## src/rtl/guard_frame_filter_if.sv

```systemverilog
// AXI-Stream frame beat bundle (data, byte enables, last) used on both sides of guard_frame_filter.
// The master drives payload and valid; the slave drives ready.
interface guard_frame_filter_if #(
  parameter int DATA_WIDTH = 512,
  parameter int KEEP_WIDTH = DATA_WIDTH / 8
);
  logic [DATA_WIDTH-1:0] tdata;
  logic [KEEP_WIDTH-1:0] tkeep;
  logic                  tlast;
  logic                  tvalid;
  logic                  tready;

  modport master (output tdata, tkeep, tlast, tvalid, input tready);
  modport slave  (input tdata, tkeep, tlast, tvalid, output tready);
endinterface

```

## src/rtl/guard_frame_filter.sv

```systemverilog
// Pops one guard predicate per frame: pass frames go through a registered 2-entry skid, drop frames are discarded.
// Define GUARD_DROP_CNT_EN to add saturating pass_frame_count / drop_frame_count outputs.
module guard_frame_filter #(
  parameter int DATA_WIDTH = 512,
  parameter int KEEP_WIDTH = DATA_WIDTH / 8,
  parameter int CNT_WIDTH  = 32
) (
  input  logic                 clk,
  input  logic                 rst_n,
  input  logic                 s_guard_tdata,
  input  logic                 s_guard_tvalid,
  output logic                 s_guard_tready,
  guard_frame_filter_if.slave  s_axis,
  guard_frame_filter_if.master m_axis
`ifdef GUARD_DROP_CNT_EN
  ,
  output logic [CNT_WIDTH-1:0] pass_frame_count,
  output logic [CNT_WIDTH-1:0] drop_frame_count
`endif
);

  localparam int BEAT_W = DATA_WIDTH + KEEP_WIDTH + 1;

  typedef enum logic [1:0] {IDLE, PASS, DROP} state_t;

  state_t state, state_next;

  logic              guard_rdy;
  logic              in_rdy;
  logic              pred_pop;
  logic              push;
  logic              pop;
  logic              buf_rdy;
  logic [BEAT_W-1:0] mem [2];
  logic              wr_ptr;
  logic              rd_ptr;
  logic [1:0]        count;

  // Readiness derives only from the registered fill level, never from m_axis.tready.
  assign buf_rdy = (count != 2'd2);
  assign pop     = m_axis.tvalid && m_axis.tready;

  always_ff @(posedge clk) begin
    if (!rst_n) begin
      state <= IDLE;
    end else begin
      state <= state_next;
    end
  end

  always_comb begin
    state_next = state;
    case (state)
      IDLE: if (pred_pop && !s_axis.tlast) state_next = s_guard_tdata ? PASS : DROP;
      PASS, DROP: if (s_axis.tvalid && in_rdy && s_axis.tlast) state_next = IDLE;
      default: state_next = IDLE;
    endcase
  end

  // Predicate and first beat share one handshake so neither is ever consumed alone.
  always_comb begin
    guard_rdy = 1'b0;
    in_rdy    = 1'b0;
    pred_pop  = 1'b0;
    push      = 1'b0;
    if (rst_n) begin
      case (state)
        IDLE: begin
          if (s_guard_tvalid && s_axis.tvalid) begin
            pred_pop  = s_guard_tdata ? buf_rdy : 1'b1;
            push      = s_guard_tdata && buf_rdy;
            guard_rdy = pred_pop;
            in_rdy    = pred_pop;
          end
        end
        PASS: begin
          in_rdy = buf_rdy;
          push   = s_axis.tvalid && buf_rdy;
        end
        DROP: in_rdy = 1'b1;
        default: ;
      endcase
    end
  end

  assign s_guard_tready = guard_rdy;
  assign s_axis.tready  = in_rdy;

  always_ff @(posedge clk) begin
    if (!rst_n) begin
      wr_ptr <= 1'b0;
      rd_ptr <= 1'b0;
      count  <= 2'd0;
    end else begin
      wr_ptr <= wr_ptr ^ push;
      rd_ptr <= rd_ptr ^ pop;
      count  <= count + 2'(push) - 2'(pop);
    end
  end

  always_ff @(posedge clk) begin
    if (push) mem[wr_ptr] <= {s_axis.tdata, s_axis.tkeep, s_axis.tlast};
  end

  assign m_axis.tvalid = (count != 2'd0);
  assign {m_axis.tdata, m_axis.tkeep, m_axis.tlast} = mem[rd_ptr];

`ifdef GUARD_DROP_CNT_EN
  always_ff @(posedge clk) begin
    if (!rst_n) begin
      pass_frame_count <= '0;
      drop_frame_count <= '0;
    end else if (pred_pop) begin
      if (s_guard_tdata) begin
        if (pass_frame_count != '1) pass_frame_count <= pass_frame_count + CNT_WIDTH'(1);
      end else begin
        if (drop_frame_count != '1) drop_frame_count <= drop_frame_count + CNT_WIDTH'(1);
      end
    end
  end
`endif

endmodule
```

## src/flat_wrapper.sv

```systemverilog
// flat-port wrapper written by rule: the top's interface ports become plain ports
module guard_frame_filter_flat 
#(
  parameter int DATA_WIDTH = 512,
  parameter int KEEP_WIDTH = DATA_WIDTH / 8,
  parameter int CNT_WIDTH  = 32
)
  (clk, rst_n, s_guard_tdata, s_guard_tvalid, s_guard_tready, s_axis_tdata, s_axis_tkeep, s_axis_tlast, s_axis_tvalid, s_axis_tready, m_axis_tdata, m_axis_tkeep, m_axis_tlast, m_axis_tvalid, m_axis_tready);
  guard_frame_filter_if #(.DATA_WIDTH(DATA_WIDTH), .KEEP_WIDTH(KEEP_WIDTH)) s_axis_i ();
  guard_frame_filter_if #(.DATA_WIDTH(DATA_WIDTH), .KEEP_WIDTH(KEEP_WIDTH)) m_axis_i ();
  input  logic clk;
  input  logic rst_n;
  input  logic s_guard_tdata;
  input  logic s_guard_tvalid;
  output logic s_guard_tready;
  input wire logic [$bits(s_axis_i.tdata)-1:0] s_axis_tdata;
  input wire logic [$bits(s_axis_i.tkeep)-1:0] s_axis_tkeep;
  input wire logic [$bits(s_axis_i.tlast)-1:0] s_axis_tlast;
  input wire logic [$bits(s_axis_i.tvalid)-1:0] s_axis_tvalid;
  output wire logic [$bits(s_axis_i.tready)-1:0] s_axis_tready;
  output wire logic [$bits(m_axis_i.tdata)-1:0] m_axis_tdata;
  output wire logic [$bits(m_axis_i.tkeep)-1:0] m_axis_tkeep;
  output wire logic [$bits(m_axis_i.tlast)-1:0] m_axis_tlast;
  output wire logic [$bits(m_axis_i.tvalid)-1:0] m_axis_tvalid;
  input wire logic [$bits(m_axis_i.tready)-1:0] m_axis_tready;
  assign s_axis_i.tdata = s_axis_tdata;
  assign s_axis_i.tkeep = s_axis_tkeep;
  assign s_axis_i.tlast = s_axis_tlast;
  assign s_axis_i.tvalid = s_axis_tvalid;
  assign s_axis_tready = s_axis_i.tready;
  assign m_axis_tdata = m_axis_i.tdata;
  assign m_axis_tkeep = m_axis_i.tkeep;
  assign m_axis_tlast = m_axis_i.tlast;
  assign m_axis_tvalid = m_axis_i.tvalid;
  assign m_axis_i.tready = m_axis_tready;
  guard_frame_filter #(.DATA_WIDTH(DATA_WIDTH), .KEEP_WIDTH(KEEP_WIDTH), .CNT_WIDTH(CNT_WIDTH)) u_core (.clk(clk), .rst_n(rst_n), .s_guard_tdata(s_guard_tdata), .s_guard_tvalid(s_guard_tvalid), .s_guard_tready(s_guard_tready), .s_axis(s_axis_i), .m_axis(m_axis_i));
endmodule
```

## config.mk

```make
export PLATFORM = sky130hd
export DESIGN_NAME = guard_frame_filter_flat
export DESIGN_NICKNAME = d
export VERILOG_FILES = /design/src/rtl/guard_frame_filter_if.sv /design/src/rtl/guard_frame_filter.sv /design/src/flat_wrapper.sv
export SDC_FILE = /design/constraint.sdc
export NUM_CORES = 1
export LEC_CHECK = 0
export CAP_MARGIN = 30
export CORE_AREA = 2 2 452 454
export DETAILED_ROUTE_END_ITERATION = 6
export DIE_AREA = 0 0 454 456
export SLEW_MARGIN = 20
export SYNTH_ARGS = -nofsm -noshare
export SYNTH_HDL_FRONTEND = slang
export SYNTH_SLANG_ARGS = --single-unit
```

## constraint.sdc

```tcl
create_clock -name clk -period 21.7 [get_ports clk]
set_clock_uncertainty 0.15 [all_clocks]
set_input_delay 4.34 -clock clk [delete_from_list [all_inputs] [get_ports clk]]
set_output_delay 4.34 -clock clk [all_outputs]
set_load 0.02 [all_outputs]
```

Yosys cells after proc, flatten, opt, wreduce, memory -nomap -nowiden. Memory sizes are Yosys's and may differ from the RTL's. A register that Yosys moved wholly into a read port is not among the register bits. Cells that the tools add are included.

Bits in registers: 6. Bits in writable memories: 1154. Input bits: 583. Memories kept: 1.

Add/sub/neg operators: 2. Equal/unequal tests: 5. Muxes and demuxes: 16. Bitwise gates (word level): 2. Reduce and logical (&&, ||, !) cells: 12.

Memory list: u_core.mem (depth 2, bits a word 577, read ports 1, clocked after memory_dff 1, write ports 1, line guard_frame_filter.sv:34) `logic [BEAT_W-1:0] mem [2];`.

Operators with widths (number): $mux W1 (10); $logic_and A1 B1 Y1 (7); $mux W2 (3); $ne A2 B1 Y1 const B (2); $pmux W2 S2 (1); $pmux W1 S3 (1); $add A2 B1 Y2 (1); $eq A2 B1 Y1 const B (1); $eq A2 B2 Y1 const B (1); $logic_not A2 Y1 (1); $ne A2 B2 Y1 const B (1); $pmux W1 S2 (1); $reduce_and A2 Y1 (1); $reduce_bool A2 Y1 (1); $reduce_or A2 Y1 (1); $sub A2 B1 Y2 (1); $xor A1 B1 Y1 (2); $logic_not A1 Y1 (1).

Depth between registers and ports, before layout. Gate-level depths: netlist of the first run.

Depth after elaboration: 9. Depth in mapped cells: 10.

Worst setup path before layout of the first run. Ideal clock, no wire load.

Kind: in2reg. From: in rst_n. To: mem u_core.mem[1][0] (netlist bit) (enable). Setup time: 1.022 ns. Arrival: 18.094 ns. Required time: 20.528 ns. Setup slack: 2.434 ns. Stages on the path: 4. Cells stage by stage: nand2_2 -> or3_2 -> inv_1 -> ha_1.

Cells in the longest elaborated chain, start to end: 3.

RTL lines: from (decl) (line flat_wrapper.sv:12) `input logic rst_n;`; $mux W1 (line guard_frame_filter.sv:66) `if (rst_n) begin`; $mux W1 (line guard_frame_filter.sv:102) `if (push) mem[wr_ptr] <= {s_axis.tdata, s_axis.tkeep, s_axis.tlast};`; $mux W1 (not written as such) (line guard_frame_filter.sv:102); to (decl) (line guard_frame_filter.sv:34).

No other way between the ends.

Final worst setup path of the first run.
From: in s_guard_tdata. To: out s_axis_tready.

Cells in the longest elaborated chain, start to end: 4.

RTL lines: from (decl) (line flat_wrapper.sv:13) `input logic s_guard_tdata;`; $mux W1 (line guard_frame_filter.sv:70) `pred_pop = s_guard_tdata ? buf_rdy : 1'b1;`; $mux W1 (line guard_frame_filter.sv:69) `if (s_guard_tvalid && s_axis.tvalid) begin`; $pmux W1 S3 (line guard_frame_filter.sv:67) `case (state)`; $mux W1 (line guard_frame_filter.sv:66); to (decl) (line flat_wrapper.sv:20) `output wire logic [$bits(s_axis_i.tready)-1:0] s_axis_tready;`.

No other way between the ends.

==> results of run 1 <==
synthesized netlist by cell type (3+ instances only):
library cell / instances / area [sq um]
mux2_2: 577 / 6500
nor2b_1: 3 / 18.8
inv_1: 7 / 26.3
nand2_1: 3 / 11.3
xnor2_1: 3 / 26.3
buf_2: 12 / 60.1
and2_1: 3 / 18.8
edfxtp_1: 1154 / 34700
ha_1: 8 / 100
buf_4: 53 / 398
dfxtp_1: 7 / 140
power by group:
group	internal [mW]	total, mW	switching, mW
sequential	2.59	2.62	0.0306
combinational	0.709	1.50	0.796
clock	1.27	2.21	0.932
total	4.57	6.33	1.76
placed cells by master (no fill, tap or decap), types with 5 or more instances in the layout:
| cell | netlist | layout |
|---|---|---|
| clkinv_2 | 0 | 17 |
| clkbuf_16 | 0 | 136 |
| ha_1 | 8 | 6 |
| diode_2 | 0 | 22 |
| buf_12 | 0 | 5 |
| clkinvlp_4 | 0 | 6 |
| edfxtp_1 | 1154 | 1154 |
| clkbuf_1 | 0 | 33 |
| clkdlybuf4s50_1 | 0 | 1162 |
| inv_6 | 0 | 7 |
| dfxtp_1 | 7 | 6 |
| bufinv_16 | 0 | 9 |
| inv_1 | 7 | 7 |
| mux2_2 | 577 | 577 |
| buf_4 | 53 | 19 |
| buf_16 | 0 | 5 |
| clkinv_1 | 0 | 20 |
flip-flops by register name (all words and copies together), names as in the netlist, named ones only:
register / flops
u_core.rd_ptr: 1
u_core.wr_ptr: 1
u_core.count: 2
u_core.mem: 1154
u_core.state: 2
critical path, cell delays in order:
cell and delay (ps):
clkdlybuf4s50_1 520, nand4b_1 240, a21oi_1 260, nor2_1 80, nor3b_1 250, clkdlybuf4s50_1 660
worst max path at each step:
stage,startpoint,endpoint,slack [ps],cells past startpoint
6_report,s_guard_tdata,s_axis_tready,10860,6
2_1_floorplan,rst_n,u_core.mem[1][0]$_DFFE_PP_,2430,4
4_1_cts,rst_n,s_guard_tready,10910,4
5_1_grt,rst_n,s_guard_tready,10740,4
3_3_place_gp,s_guard_tdata,s_axis_tready,10930,6
3_5_place_dp,s_guard_tdata,s_axis_tready,10920,6
routing by layer:
metal / track usage (%) / vias up
met2: 22.9 / 964
met1: 15.0 / 11800
li1: - / 10000
met3: 5.32 / 246
met5: 0 / -
met4: 3.78 / 52
kinds of logic after synthesis:
family,after synthesis,share of synthesized area [%]
mux,579,15.5
flops,1161,82.6
fa+ha+maj,8,0.238
xor+xnor,3,0.0624
buf+inv,72,1.15
compound gates,6,0.163
simple gates,20,0.306
layout make-up:
| type | count | area [sq um] |
|---|---|---|
| fill | 19800 | 140000 |
| sequential | 1161 | 34800 |
| timing repair buffer | 1191 | 12000 |
| multi-input combinational | 616 | 6870 |
| clock buffer | 169 | 3530 |
| tap | 2672 | 3340 |
| clock inverter | 71 | 764 |
| antenna | 22 | 55.1 |
| inverter | 7 | 26.3 |
==> out/qor.yml, run 1 <==
status: "completed"
finalWirelength_um: 143000
grt_max_degree: 139
ys_ff_latch: 1161
coreArea_sq_mm: 0.202
worstMarginPinSlew_ps: 1020
min_to: "u_core.state[0]$_SDFFE_PN0P_"
final_nets: 3702
r2r_start: "u_core.state[1]$_SDFFE_PN0P_"
drtPass1Iterations: 4
dp_slack_ps: 10920
max_freq_mhz: 92.3
grt_pass1_vias: 23400
synth_edf_count: 1154
htreeDepth: 4
port_buffers: 1162
fp.dieArea_sq_mm: 0.207
stdcell_area_sq_mm: 0.0614
cts_setup_buffers: 0
clk_latency_ps: 760
grt_use_total_pct: 13.3
fin_ws_ps: 10860
layoutNonFillerInstCount: 5909
top_layer_used: "met5"
num_rows: 165
wl_met2_um: 72500
netlist_instances: 1849
drc_errors: 0
hold_depth: 2
post-route-util_pct: 30.4
netlist_area_sq_mm: 0.0421
vias: 23100
clockBufferDepth: 3
crit_type: "in -> out"
syn-mean-instance-area_sq_um: 22.8
die_x_um: 454
finalHoldViolations: 0
ff2ff_path_depth: 10
setup_viol: 0
ys_types: 26
place_area_sq_mm: 0.0569
dpl.hpwl_um: 107000
reg2reg_to: "u_core.mem[1][191]$_DFFE_PP_"
p_per_area_mw_per_mm2: 103
initial_core_util_pct: 20.9
crit_required_ps: 17210
dp_cells: 5643
cap_violations: 0
total_power_mw: 6.33
post_cts_resized: 0
worstPathMaxFanout: 6
slew_viol_final: 0
cts_buffers: 134
root_buffer: "clkbuf_16"
grt_pass1_wl_um: 191000
antenna_found_initial: 77
slew_headroom_pct: 32.2
synth_seq_area_share_pct: 82.6
via_per_inst: 3.90
ys_warn_count: 0
rsz0062_at_grt: "false"
drive_gt1_share_pct: 24.9
crit_path_start_kind: "input port"
wl_met3_um: 13500
p_leak_nw: 19.5
setup-tns-final_ps: 0
crit_arrival_ps: 6350
postRouteAntennaNets: 0
gp_congestion: 0.920
first_iter_violations: 1859
area_growth_pct: 45.8
worst_hold_startpoint: "u_core.state[0]$_SDFFE_PN0P_"
gr-total-overflow: 0
die_y_um: 456
async_flop_share_pct: 0
io_pins: 1163
regToRegSetupSlack_ps: 16630
syn_nets: 2440
clock_sinks: 1161
end_kind: "output pin"
clkTransAtPathRegs_ps: 60
cts_tree: "yes"
wl_per_cell_um: 24.3
period_share_pct: 50.0
period_needed_ps: 10840
hold_class: "reg -> reg"
ir_drop_v: 0.0000709
whs_ps: 361
cts_hold_buf: 0
synth_flop_cell: "edfxtp_1"
wl_met1_um: 53800
No activity file was read; power rests on OpenSTA's default activity.
==> run 2: changes to the inputs <==
==> constraint.sdc (replaced) <==
create_clock -name clk -period 11.2 [get_ports clk]
set_clock_uncertainty 0.15 [all_clocks]
set_input_delay 2.24 -clock clk [delete_from_list [all_inputs] [get_ports clk]]
set_output_delay 2.24 -clock clk [all_outputs]
set_load 0.02 [all_outputs]
==> out/qor.yml, run 2 (synthesis results as in run 1) <==
p_seq_share_pct: 42.0  # was 41.4%
die_y_um: 456  # unchanged
max_freq_mhz: 152
busiest_layer: "met2"  # unchanged
initial_core_util_pct: 20.9  # unchanged
status: "completed"  # unchanged
io_pins: 1163  # unchanged
switching_share_pct: 27.8  # about the same
reg.largest.list: "u_core.mem: 1154 flops, u_core.count: 2 flops, u_core.state: 2 flops"  # unchanged
clkTransAtPathRegs_ps: 60  # about the same
crit_path_start_kind: "input port"  # unchanged
post_cts_resized: 0  # unchanged
multiInputGateArea_sq_mm: 0.00687  # unchanged
end_kind: "output pin"  # unchanged
die_x_um: 454  # unchanged
dp_slack_ps: 4640  # was 10,920 ps
cts_tree: "yes"  # unchanged
crit_arrival_ps: 4190  # was 6350 ps
regMostFlops: "u_core.mem"  # unchanged
drtPass1Iterations: 5  # was 4
cts_setup_buffers: 0  # unchanged
htreeDepth: 4  # unchanged
via_per_inst: 3.89  # was 3.90
cts_hold_buf: 0  # unchanged
antenna_found_initial: 74  # was 77
vias: 23000  # was 23,100
cap_violations: 0  # unchanged
largest_reg_flops: 1154  # unchanged
num_rows: 165  # unchanged
nFillCells: 19600  # was 19,800
period_share_pct: 58.7
root_buffer: "clkbuf_16"  # unchanged
setup_viol: 0  # unchanged
hold_class: "reg -> reg"  # unchanged
period_needed_ps: 6580
final_nets: 3694  # was 3,702
worstPathMaxFanout: 11  # was 6
path_cells: "clkdlybuf4s50_1, nand2_2, a2111oi_0, clkdlybuf4s50_1"  # was clkdlybuf4s50_1, nand4b_1, a21oi_1, nor2_1, nor3b_1, clkdlybuf4s50_1
fin_ws_ps: 4620  # was 10,860 ps
grt_max_degree: 139  # unchanged
grt_pass1_wl_um: 188000  # was 191,000 um
coreArea_sq_mm: 0.202  # unchanged
ff2ff_path_depth: 8  # was 10
slowest_delay_ps: 700  # was 660 ps
clk_latency_ps: 760  # about the same
fp.dieArea_sq_mm: 0.207  # unchanged
cp_num_cells: 4  # was 6
met1_usage_pct: 14.6  # was 15.0%
cpMostUsedCell: "clkdlybuf4s50_1"  # unchanged
first_iter_violations: 1860  # was 1,859
p_switching_mw: 3.36  # was 1.76 mW
clockBufferDepth: 3  # unchanged
wl_per_cell_um: 24.0  # was 24.3 um
p_leak_nw: 19.4  # was 19.5 nW
crit_required_ps: 8810  # was 17,210 ps
p_int_mw: 8.72  # was 4.57 mW
rsz0062_at_grt: "false"  # unchanged
combPwrFrac_pct: 24.0  # was 23.8%
clockPowerShare_pct: 34.1  # was 34.9%
ir_drop_v: 0.000144  # was 0.0000709 V
finalWirelength_um: 142000  # was 143,000 um
dpl.hpwl_um: 106000  # was 107,000 um
p_per_area_mw_per_mm2: 197  # was 103 mW/mm^2
area_growth_pct: 45.3  # was 45.8%
use_met3_pct: 5.50  # was 5.32%
crit_slowest_cell: "clkdlybuf4s50_1"  # unchanged
hold_depth: 2  # unchanged
gr-total-overflow: 0  # unchanged
worst-path-buf-inv: 2  # unchanged
slew_headroom_pct: 32.5  # was 32.2%
gp_congestion: 0.903  # was 0.920
finalHoldViolations: 0  # unchanged
port_buffers: 1162  # unchanged
grt_use_total_pct: 13.1  # was 13.3%
grt_pass1_vias: 23300  # was 23,400
drive_gt1_share_pct: 24.5  # was 24.9%
crit_type: "in -> out"  # unchanged
final_cell_mix: "clkdlybuf4s50_1, edfxtp_1, mux2_2"  # unchanged
setup-tns-final_ps: 0  # unchanged
final-seq-area_sq_mm: 0.0348  # unchanged
path_delay_family: "buffers and inverters"  # unchanged
slew_viol_final: 0  # unchanged
final_common_cell: "clkdlybuf4s50_1"  # unchanged
use_met2_pct: 22.3  # was 22.9%
cts_buffers: 131  # was 134
worstMarginPinSlew_ps: 1010  # was 1020 ps
clock_sinks: 1161  # unchanged
drc_errors: 0  # unchanged
postRouteAntennaNets: 0  # unchanged
==> run 2: cell count changes in the layout (fill, tap and decap cells not counted), sizes merged, moves of 4 or more <==
cell    change
inv         -4
buf         -5
clkinv     +14
diode       +9
bufinv      -4
clkbuf      -8
==> run 2: cell type report <==
class	instances	area share [%]
Multi-Input combinational cell	616	11.2
Tap cell	2672	5.46
Timing Repair Buffer	1186	19.6
Clock inverter	75	1.07
Sequential cell	1161	56.9
Clock buffer	161	5.66
Inverter	7	0.0429
Antenna cell	31	0.127
==> run 2: worst min-delay path: stages (launching register included) <==
cell and delay, ps:
dfxtp_1 340, nand2_1 70, mux2i_1 50
==> run 2: final timing paths <==
| path | from | to | slack [ps] |
|---|---|---|---|
| min | u_core.state[0]$_SDFFE_PN0P_ | u_core.state[0]$_SDFFE_PN0P_ | 360 |
| min reg2reg | u_core.state[0]$_SDFFE_PN0P_ | u_core.state[0]$_SDFFE_PN0P_ | 360 |
| max | rst_n | s_guard_tready | 4620 |
| max reg2reg | u_core.state[0]$_SDFFE_PN0P_ | u_core.mem[1][335]$_DFFE_PP_ | 7110 |
==> run 2: layer usage <==
layer | vias to the layer above | wire (um)
met3 | 253 | 14600
met2 | 921 | 70800
met1 | 11800 | 51900
li1 | 9981 | -
met5 | - | 266
met4 | 42 | 4220
==> run 2: power by group through the flow <==
stage                     combinational, mW  clock [mW]  sequential (mW)
after CTS                              2.94        4.24             5.07
after global routing                   3.02        4.40             5.08
after floorplan                        1.47           0             5.29
after global placement                 2.93           0             5.15
after detailed placement               2.93           0             5.16
final                                  2.89        4.12             5.07
==> run 2: metrics by stage <==
step | instance area (sq um) | total power [mW] | hold WS [ps] | std cells | util [%]
final | 61200 | 12.1 | 359 | 5909 | 30.3
after global routing | 61100 | 12.5 | 414 | 5885 | 30.3
after CTS | 61100 | 12.3 | 359 | 5877 | 30.3
after detailed placement | 57000 | 8.09 | 351 | 5641 | 28.2
after global placement | 57000 | 8.08 | 351 | 5641 | 28.2
after floorplan | 42100 | 6.76 | 321 | 1849 | -
